### src/rtl/adxl355_sample_collector_if.sv
// Link between the sample collector and the I2C master controller:
// the control word goes out, and the status word and burst read bytes come back.
interface adxl355_sample_collector_if;
  logic [31:0] ctrl;
  logic [31:0] status;
  logic [87:0] rd_bus;

  modport master (output ctrl, input status, input rd_bus);
  modport slave  (input ctrl, output status, output rd_bus);
endinterface

### src/rtl/adxl355_sample_collector.sv
// Launches an 11-byte ADXL355 burst read per trigger and unpacks temp/X/Y/Z; o_valid comes 2 cycles after fin_rise.
// There is no backpressure: a trigger that arrives while busy is dropped and counted as an overrun.
module adxl355_sample_collector #(
  parameter int unsigned TIMEOUT_CYC = 200000,
  parameter int unsigned CNT_W       = 16
) (
  input  logic                        i_clk,
  input  logic                        i_rst_n,
  input  logic                        i_trig,
  adxl355_sample_collector_if.master  ctrl_if,
  output logic [11:0]                 o_temp,
  output logic [19:0]                 o_x,
  output logic [19:0]                 o_y,
  output logic [19:0]                 o_z,
  output logic                        o_valid,
  output logic                        o_busy,
  output logic                        o_timeout,
  output logic [CNT_W-1:0]            o_frame_cnt,
  output logic [CNT_W-1:0]            o_ovr_cnt,
  output logic [CNT_W-1:0]            o_to_cnt
);

  localparam int unsigned      TO_W     = $clog2(TIMEOUT_CYC + 1);
  localparam logic [TO_W-1:0]  TO_LAST  = TO_W'(TIMEOUT_CYC - 1);
  localparam logic [TO_W-1:0]  TO_ONE   = TO_W'(1);
  localparam logic [CNT_W-1:0] CNT_ONE  = CNT_W'(1);
  localparam logic [31:0]      CTRL_RD  = 32'h0000_000A;

  typedef enum logic [2:0] {
    S_IDLE,
    S_WAIT_RDY,
    S_LAUNCH,
    S_WAIT_FIN,
    S_CAPTURE,
    S_OUTPUT
  } state_e;

  typedef struct packed {
    logic [11:0] temp;
    logic [19:0] x;
    logic [19:0] y;
    logic [19:0] z;
  } sample_t;

  state_e            state_q, state_d;
  logic              en_q, en_d;
  logic              armed_q, armed_d;
  logic [TO_W-1:0]   to_cnt_q, to_cnt_d;
  sample_t           frame_q, frame_d;
  logic [CNT_W-1:0]  frame_cnt_q, frame_cnt_d;
  logic [CNT_W-1:0]  ovr_cnt_q, ovr_cnt_d;
  logic [CNT_W-1:0]  to_tot_q, to_tot_d;

  logic rdy_meta_q, rdy_s_q;
  logic fin_meta_q, fin_s_q, fin_prev_q;
  logic fin_rise;
  logic active;
  logic valid;
  logic timeout;
  logic unused_ok;

  // Status bits come from the controller's i2c_clk domain.
  always_ff @(posedge i_clk or negedge i_rst_n) begin
    if (!i_rst_n) begin
      rdy_meta_q <= 1'b0;
      rdy_s_q    <= 1'b0;
      fin_meta_q <= 1'b0;
      fin_s_q    <= 1'b0;
      fin_prev_q <= 1'b0;
    end else begin
      rdy_meta_q <= ctrl_if.status[0];
      rdy_s_q    <= rdy_meta_q;
      fin_meta_q <= ctrl_if.status[1];
      fin_s_q    <= fin_meta_q;
      fin_prev_q <= fin_s_q;
    end
  end

  assign fin_rise = fin_s_q & ~fin_prev_q;

  always_ff @(posedge i_clk or negedge i_rst_n) begin
    if (!i_rst_n) begin
      state_q     <= S_IDLE;
      en_q        <= 1'b0;
      armed_q     <= 1'b0;
      to_cnt_q    <= '0;
      frame_q     <= '0;
      frame_cnt_q <= '0;
      ovr_cnt_q   <= '0;
      to_tot_q    <= '0;
    end else begin
      state_q     <= state_d;
      en_q        <= en_d;
      armed_q     <= armed_d;
      to_cnt_q    <= to_cnt_d;
      frame_q     <= frame_d;
      frame_cnt_q <= frame_cnt_d;
      ovr_cnt_q   <= ovr_cnt_d;
      to_tot_q    <= to_tot_d;
    end
  end

  always_comb begin
    state_d     = state_q;
    en_d        = en_q;
    armed_d     = armed_q;
    to_cnt_d    = to_cnt_q;
    frame_d     = frame_q;
    frame_cnt_d = frame_cnt_q;
    ovr_cnt_d   = ovr_cnt_q;
    to_tot_d    = to_tot_q;
    valid       = 1'b0;
    timeout     = 1'b0;
    active      = (state_q == S_WAIT_RDY) || (state_q == S_LAUNCH) || (state_q == S_WAIT_FIN);

    if (i_trig && (state_q != S_IDLE)) begin
      ovr_cnt_d = ovr_cnt_q + CNT_ONE;
    end
    if (active) begin
      to_cnt_d = to_cnt_q + TO_ONE;
    end

    case (state_q)
      S_IDLE: begin
        if (i_trig) begin
          to_cnt_d = '0;
          state_d  = S_WAIT_RDY;
        end
      end
      S_WAIT_RDY: begin
        if (rdy_s_q) begin
          en_d    = 1'b1;
          armed_d = 1'b1;
          state_d = S_LAUNCH;
        end
      end
      // Drop en as soon as the controller leaves IDLE so it cannot re-arm on return.
      S_LAUNCH: begin
        if (!rdy_s_q) begin
          en_d    = 1'b0;
          state_d = S_WAIT_FIN;
        end
      end
      S_WAIT_FIN: begin
        if (fin_rise) begin
          state_d = S_CAPTURE;
        end
      end
      S_CAPTURE: begin
        frame_d.temp = {ctrl_if.rd_bus[83:80], ctrl_if.rd_bus[79:72]};
        frame_d.x    = ctrl_if.rd_bus[71:52];
        frame_d.y    = ctrl_if.rd_bus[47:28];
        frame_d.z    = ctrl_if.rd_bus[23:4];
        state_d      = S_OUTPUT;
      end
      S_OUTPUT: begin
        valid       = 1'b1;
        frame_cnt_d = frame_cnt_q + CNT_ONE;
        state_d     = S_IDLE;
      end
      default: state_d = S_IDLE;
    endcase

    if (active && (to_cnt_q == TO_LAST)) begin
      en_d     = 1'b0;
      timeout  = 1'b1;
      to_tot_d = to_tot_q + CNT_ONE;
      state_d  = S_IDLE;
    end
  end

  // Control word stays all-zero until the first launch.
  assign ctrl_if.ctrl = armed_q ? (CTRL_RD | {31'b0, en_q}) : 32'h0;

  assign o_temp      = frame_q.temp;
  assign o_x         = frame_q.x;
  assign o_y         = frame_q.y;
  assign o_z         = frame_q.z;
  assign o_valid     = valid;
  assign o_busy      = (state_q != S_IDLE);
  assign o_timeout   = timeout;
  assign o_frame_cnt = frame_cnt_q;
  assign o_ovr_cnt   = ovr_cnt_q;
  assign o_to_cnt    = to_tot_q;

  assign unused_ok = ^{ctrl_if.status[31:2], ctrl_if.rd_bus[87:84],
                       ctrl_if.rd_bus[51:48], ctrl_if.rd_bus[27:24], ctrl_if.rd_bus[3:0]};

endmodule

### src/flat_wrapper.sv
// flat-port wrapper written by rule: the top's interface ports become plain ports
module adxl355_sample_collector_flat 
#(
  parameter int unsigned TIMEOUT_CYC = 200000,
  parameter int unsigned CNT_W       = 16
)
  (i_clk, i_rst_n, i_trig, o_temp, o_x, o_y, o_z, o_valid, o_busy, o_timeout, o_frame_cnt, o_ovr_cnt, o_to_cnt, ctrl_if_ctrl, ctrl_if_status, ctrl_if_rd_bus);
  adxl355_sample_collector_if ctrl_if_i ();
  input  logic i_clk;
  input  logic i_rst_n;
  input  logic i_trig;
  output logic [11:0] o_temp;
  output logic [19:0] o_x;
  output logic [19:0] o_y;
  output logic [19:0] o_z;
  output logic o_valid;
  output logic o_busy;
  output logic o_timeout;
  output logic [CNT_W-1:0] o_frame_cnt;
  output logic [CNT_W-1:0] o_ovr_cnt;
  output logic [CNT_W-1:0] o_to_cnt;
  output wire logic [$bits(ctrl_if_i.ctrl)-1:0] ctrl_if_ctrl;
  input wire logic [$bits(ctrl_if_i.status)-1:0] ctrl_if_status;
  input wire logic [$bits(ctrl_if_i.rd_bus)-1:0] ctrl_if_rd_bus;
  assign ctrl_if_ctrl = ctrl_if_i.ctrl;
  assign ctrl_if_i.status = ctrl_if_status;
  assign ctrl_if_i.rd_bus = ctrl_if_rd_bus;
  adxl355_sample_collector #(.TIMEOUT_CYC(TIMEOUT_CYC), .CNT_W(CNT_W)) u_core (.i_clk(i_clk), .i_rst_n(i_rst_n), .i_trig(i_trig), .ctrl_if(ctrl_if_i), .o_temp(o_temp), .o_x(o_x), .o_y(o_y), .o_z(o_z), .o_valid(o_valid), .o_busy(o_busy), .o_timeout(o_timeout), .o_frame_cnt(o_frame_cnt), .o_ovr_cnt(o_ovr_cnt), .o_to_cnt(o_to_cnt));
endmodule
### config.mk
export PLATFORM = sky130hd
export DESIGN_NAME = adxl355_sample_collector_flat
export DESIGN_NICKNAME = d
export VERILOG_FILES = /design/src/rtl/adxl355_sample_collector_if.sv /design/src/rtl/adxl355_sample_collector.sv /design/src/flat_wrapper.sv
export SDC_FILE = /design/constraint.sdc
export NUM_CORES = 1
export LEC_CHECK = 0
export ABC_AREA = 0
export BUFFER_PORTS_ARGS = -buffer_cell sky130_fd_sc_hd__buf_2
export CAP_MARGIN = 20
export CORE_ASPECT_RATIO = 1.5
export CORE_UTILIZATION = 41
export DETAILED_ROUTE_END_ITERATION = 8
export PLACE_DENSITY = 0.74
export SKIP_LAST_GASP = 1
export SLEW_MARGIN = 0
export SYNTH_ARGS = -nofsm -noshare
export SYNTH_HDL_FRONTEND = slang
export SYNTH_SLANG_ARGS = --single-unit
### constraint.sdc
create_clock -name i_clk -period 4.7 [get_ports i_clk]
set_clock_uncertainty 0.1 [all_clocks]
set_input_delay 0.235 -clock i_clk [delete_from_list [all_inputs] [get_ports i_clk]]
set_output_delay 0.235 -clock i_clk [all_outputs]
set_load 0.05 [all_outputs]
==> results.md <==
- The clock insertion delay at the later pin of the skew report is ~0.40 ns.
- The critical-path maximum fanout is 16.
- The core region is 15,600 µm².
- The number of hold violations in the final report is 0.
- The final critical-path share of the clock period is 0.623.
- The initial utilization of the core area, before any placement, comes to 0.419.
- The ratio of total power to cell area is 626 nW/µm².
- Traced cell by cell, the critical path runs through o211ai_1 > or2_1 > nor3_4 > buf_2.
- Before antenna repair, the detailed router went through 4 iterations.
- The commonest register cell after synthesis is dfrtp_1.
- The highest clock frequency the design can meet is 342 MHz.
- The area enclosed by the die boundary is 16,400 µm².
- The H-tree was split into 4 levels.
- VDD sags by at most ~0.40 mV.
- The synthesized design spends more area on one cell type than any other, namely dfrtp_1.
- The routed via count is 4,854.
- The kind of cell adding the most delay to the critical path is simple AND/OR/NAND/NOR gates.
- In this run the worst hold path is classified as input pin to flop.
- The tool flagged a number of max-cap violations equal to 0.
- The portion of synthesized cell area occupied by the leading cell type is 0.569.
- Setup violations remaining at the end of the flow were counted as 0.
- The fraction of the yosys area taken by sequential cells is 0.569.
- The number of antenna violations at the first check in global routing was 0.
- The first routing iteration left 204 violations.
- The average cell area after synthesis is ~13 µm².
- The summed negative setup slack over all endpoints is 0 ns.
- The number of CTS-inserted buffers is 17.
- The commonest cells after synthesis are dfrtp_1, mux2_2, buf_4.
- Of the total synthesized cell area, the portion taken by AND, OR, NAND and NOR gates is 0.125.
- Of the post-synthesis cell area, the part taken by muxes is 0.131.
- The clock slew seen by the registers of the worst setup and hold paths is 0.06 ns.
- The die is 156 µm tall.
- The slowest stage of the critical path is the dfrtp_1 cell.
- The DRC violation count after routing is 0.
- Data arrives at the worst endpoint at between 2 and 3 ns.
- Yosys mapped the design onto 53 distinct sky130hd cell types.
- At the end of the flow, the number of nets in the layout was 926.
- In this run the tool buffered the top-level ports with 202 buffer cells.
- Setup slack closes at ~1.8 ns.
- The area occupied by multi-input gates is 2500 µm².
- The count of flip-flops with a built-in enable after synthesis is 0.
- After clock tree synthesis, the setup repair step added 0 buffers.
- The routed wire length is 14,700 µm.
- The detail-routed via count per cell is 4.79.
- The per-cell routed wire length is 14.5 µm.
- Of the total synthesized cell area, the portion taken by XOR and XNOR cells is 0.0726.
- In this run the horizontal extent of the chip is 105 µm.
- The total number of clock tree sinks is between 100 and 150.
- For this run the aggregate overflow at the end of global routing stands at 0.
- Setup repair after global routing left no endpoint under its margin.
- The post-detailed-route count of antenna-violating nets is 0.
- Once layout is complete, the utilization of the core stands at 0.576.
- Registers take about 3700 µm².
- The post-synthesis sequential element count is about 150.
- The most common cell in the netlist is dfrtp_1.
- The nature of the critical path endpoint is a primary output.
- The critical path is of the flop to primary output type.
- The pin count of the biggest net entering global routing is ~100.
- The deepest clock path buffer count is 2.
- The worst-margin pin slew is between 0.9 and 1 ns.
- For the finished layout, the period the worst path requires is 2.93 ns.
- TritonCTS built the clock tree.
- The analysis attributes to cell leakage a power of ~4.5 nW.
- The buffer cell driving the clock tree root is clkbuf_16.
- The congestion estimate from routability-driven global placement came to 0.749.
- The highest cell delay on the worst timing path is approximately 0.72 ns.
- The critical path startpoint category is a flop.
- The required time reported for the critical path endpoint is 4.37 ns.
- Of the cells placed in the final design, the portion with a size suffix greater than 1 is 0.395.
- The number of pins exceeding their max-slew limit in the final report is 0.
- The number of antenna diodes in the final layout is 0.
- The synthesized-area fraction occupied by adder cells is 0.00768.
- The number of buffers and inverters on the critical path is 1.
- Pin placement for this block handled 278 I/O pins.
- The layout has 1,301 filler cells.
- The global-route usage over all layers is 0.190.
- Sorting the synthesized cells by area gives the leading types as dfrtp_1, mux2_2, buf_4, xor2_1, xnor2_1.
- The relative slew slack is 0.384.
- The post-detailed-placement cell area is between 7000 and 8000 µm².
- After synthesis, the largest family of logic cells by area is multiplexers.
- The post-synth design cell area is 6510 µm².
- The via count of the first global-routing pass is 5,074.
- The number of warning messages in the yosys log is 0.
- The first global-routing pass estimated 24,600 µm of wire.
- The count of cells resized by post-cts repair is 0.
- With fillers left out, the area of the finished cells amounts to 8960 µm².
- The floorplan has between 50 and 60 rows.
- Compared with the post-synthesis result, the final layout area differs by 37.6%.
- Before CTS, the worst setup slack after placement is 2.18 ns.
- The share of the synthesized area in compound gates (AO/OA/AOI/OAI) is 0.0298.
- The flow ran to the end, and the final reports show no timing, DRC or antenna violations.
- Detailed placement finished with a half-perimeter wire length of 9320 µm.
- The post-synthesis cell count is 519.
- After synthesis, the share of flip-flops with an asynchronous set or reset is 1.00.
-- what timing repair did --
item,CTS,global route
endpoints found under the hold margin,176,0
endpoints found under the setup margin,0,0
hold buffers,75,0
-- cells by family (layout without fill, tap and decap cells) --
family | after synthesis | count (layout)
xor gates and xnor gates | 54 | 54
buffers and inverters | 60 | 323
DFF | 148 | 148
adders and majority gates | 4 | 4
and+or+nand+nor | 147 | 147
AOI/OAI and AO/OA | 29 | 29
muxes | 76 | 76
other | 1 | 29
-- through the flow --
stage | cells | hold slack, ns | power [mW]
finish | 1013 | 0.0832 | 5.61
global route | 1013 | 0.0811 | 5.86
CTS | 1013 | 0.0572 | 5.64
floorplan | 547 | -0.161 | 3.56
global placement | 908 | 0.234 | 4.01
detailed placement | 908 | 0.235 | 4.05
-- path summary, 6_finish.rpt --
path	start	to	slack [ns]	depth (start not counted)
max	u_core.state_q[1]$_DFFE_PN0P_	o_timeout	1.77	4
min	i_trig	u_core.o_ovr_cnt[0]$_DFFE_PN0P_	0.08	3
max reg2reg	u_core.state_q[1]$_DFFE_PN0P_	u_core.o_to_cnt[1]$_DFFE_PN0P_	2.26	4
min reg2reg	u_core.fin_meta_q$_DFF_PN0_	u_core.fin_s_q$_DFF_PN0_	0.25	0
max in group asynchronous	i_rst_n	u_core.to_cnt_q[9]$_DFF_PN0_	2.94	3
min in group asynchronous	i_rst_n	u_core.o_to_cnt[9]$_DFFE_PN0P_	0.41	2
-- power by group --
group	leakage [nW]	total (mW)	switching [mW]	internal, mW
logic	2.25	2.22	1.59	0.620
registers	1.93	1.87	0.257	1.62
clock network	0.313	1.52	0.525	0.994
total	4.49	5.61	2.38	3.23
-- final cells by class --
type                            instances  area share
Clock buffer                           18      0.0479
Clock inverter                         12      0.0257
Inverter                               13     0.00545
Multi-Input combinational cell        339       0.279
Sequential cell                       148       0.413
Tap cell                              203      0.0284
Timing Repair Buffer                  280       0.200
-- tightest hold or removal path: stages --
cell,delay [ns]
buf_2,0.14
nand2_1,0.11
xnor2_1,0.07
-- cell usage in the layout (no fill, tap or decap), types with 3 or more instances in the layout --
cell type      count
o21ai_0           10
ha_1               4
xor2_1            29
and3_1             3
nor2_1            26
nor4_1             8
conb_1            29
nand4_1           12
clkbuf_16         17
inv_1             13
nor3_1            21
bufinv_16          6
clkinv_4           3
or3_1              7
buf_2            201
dfrtp_1          148
dlygate4sd3_1     75
buf_4              3
a21oi_1            7
and4_1             3
xnor2_1           25
nand3_1           14
nand2_1           27
and2_1             3
mux2_2            75
-- state kept, by name, indices dropped and copies added, names as in the netlist --
register and cells:
u_core.fin_s_q 1, u_core.o_z 20, u_core.rdy_s_q 1, u_core.o_to_cnt 16
u_core.to_cnt_q 18, u_core.fin_meta_q 1, u_core.en_q 1, u_core.o_y 20
u_core.o_temp 12, u_core.rdy_meta_q 1, u_core.armed_q 1, u_core.state_q 3
u_core.o_ovr_cnt 16, u_core.fin_prev_q 1, u_core.o_x 20, u_core.o_frame_cnt 16
-- per-layer routing --
| metal | up-vias | track usage | part of all wire |
|---|---|---|---|
| li1 | 2298 | - | - |
| met1 | 2367 | 0.207 | 0.37 |
| met2 | 162 | 0.344 | 0.55 |
| met3 | 27 | 0.0512 | 0.053 |
| met4 | 0 | 0.0852 | 0.025 |
| met5 | - | 0 | 0 |
Note: power is estimated with default switching activity, not from simulation.
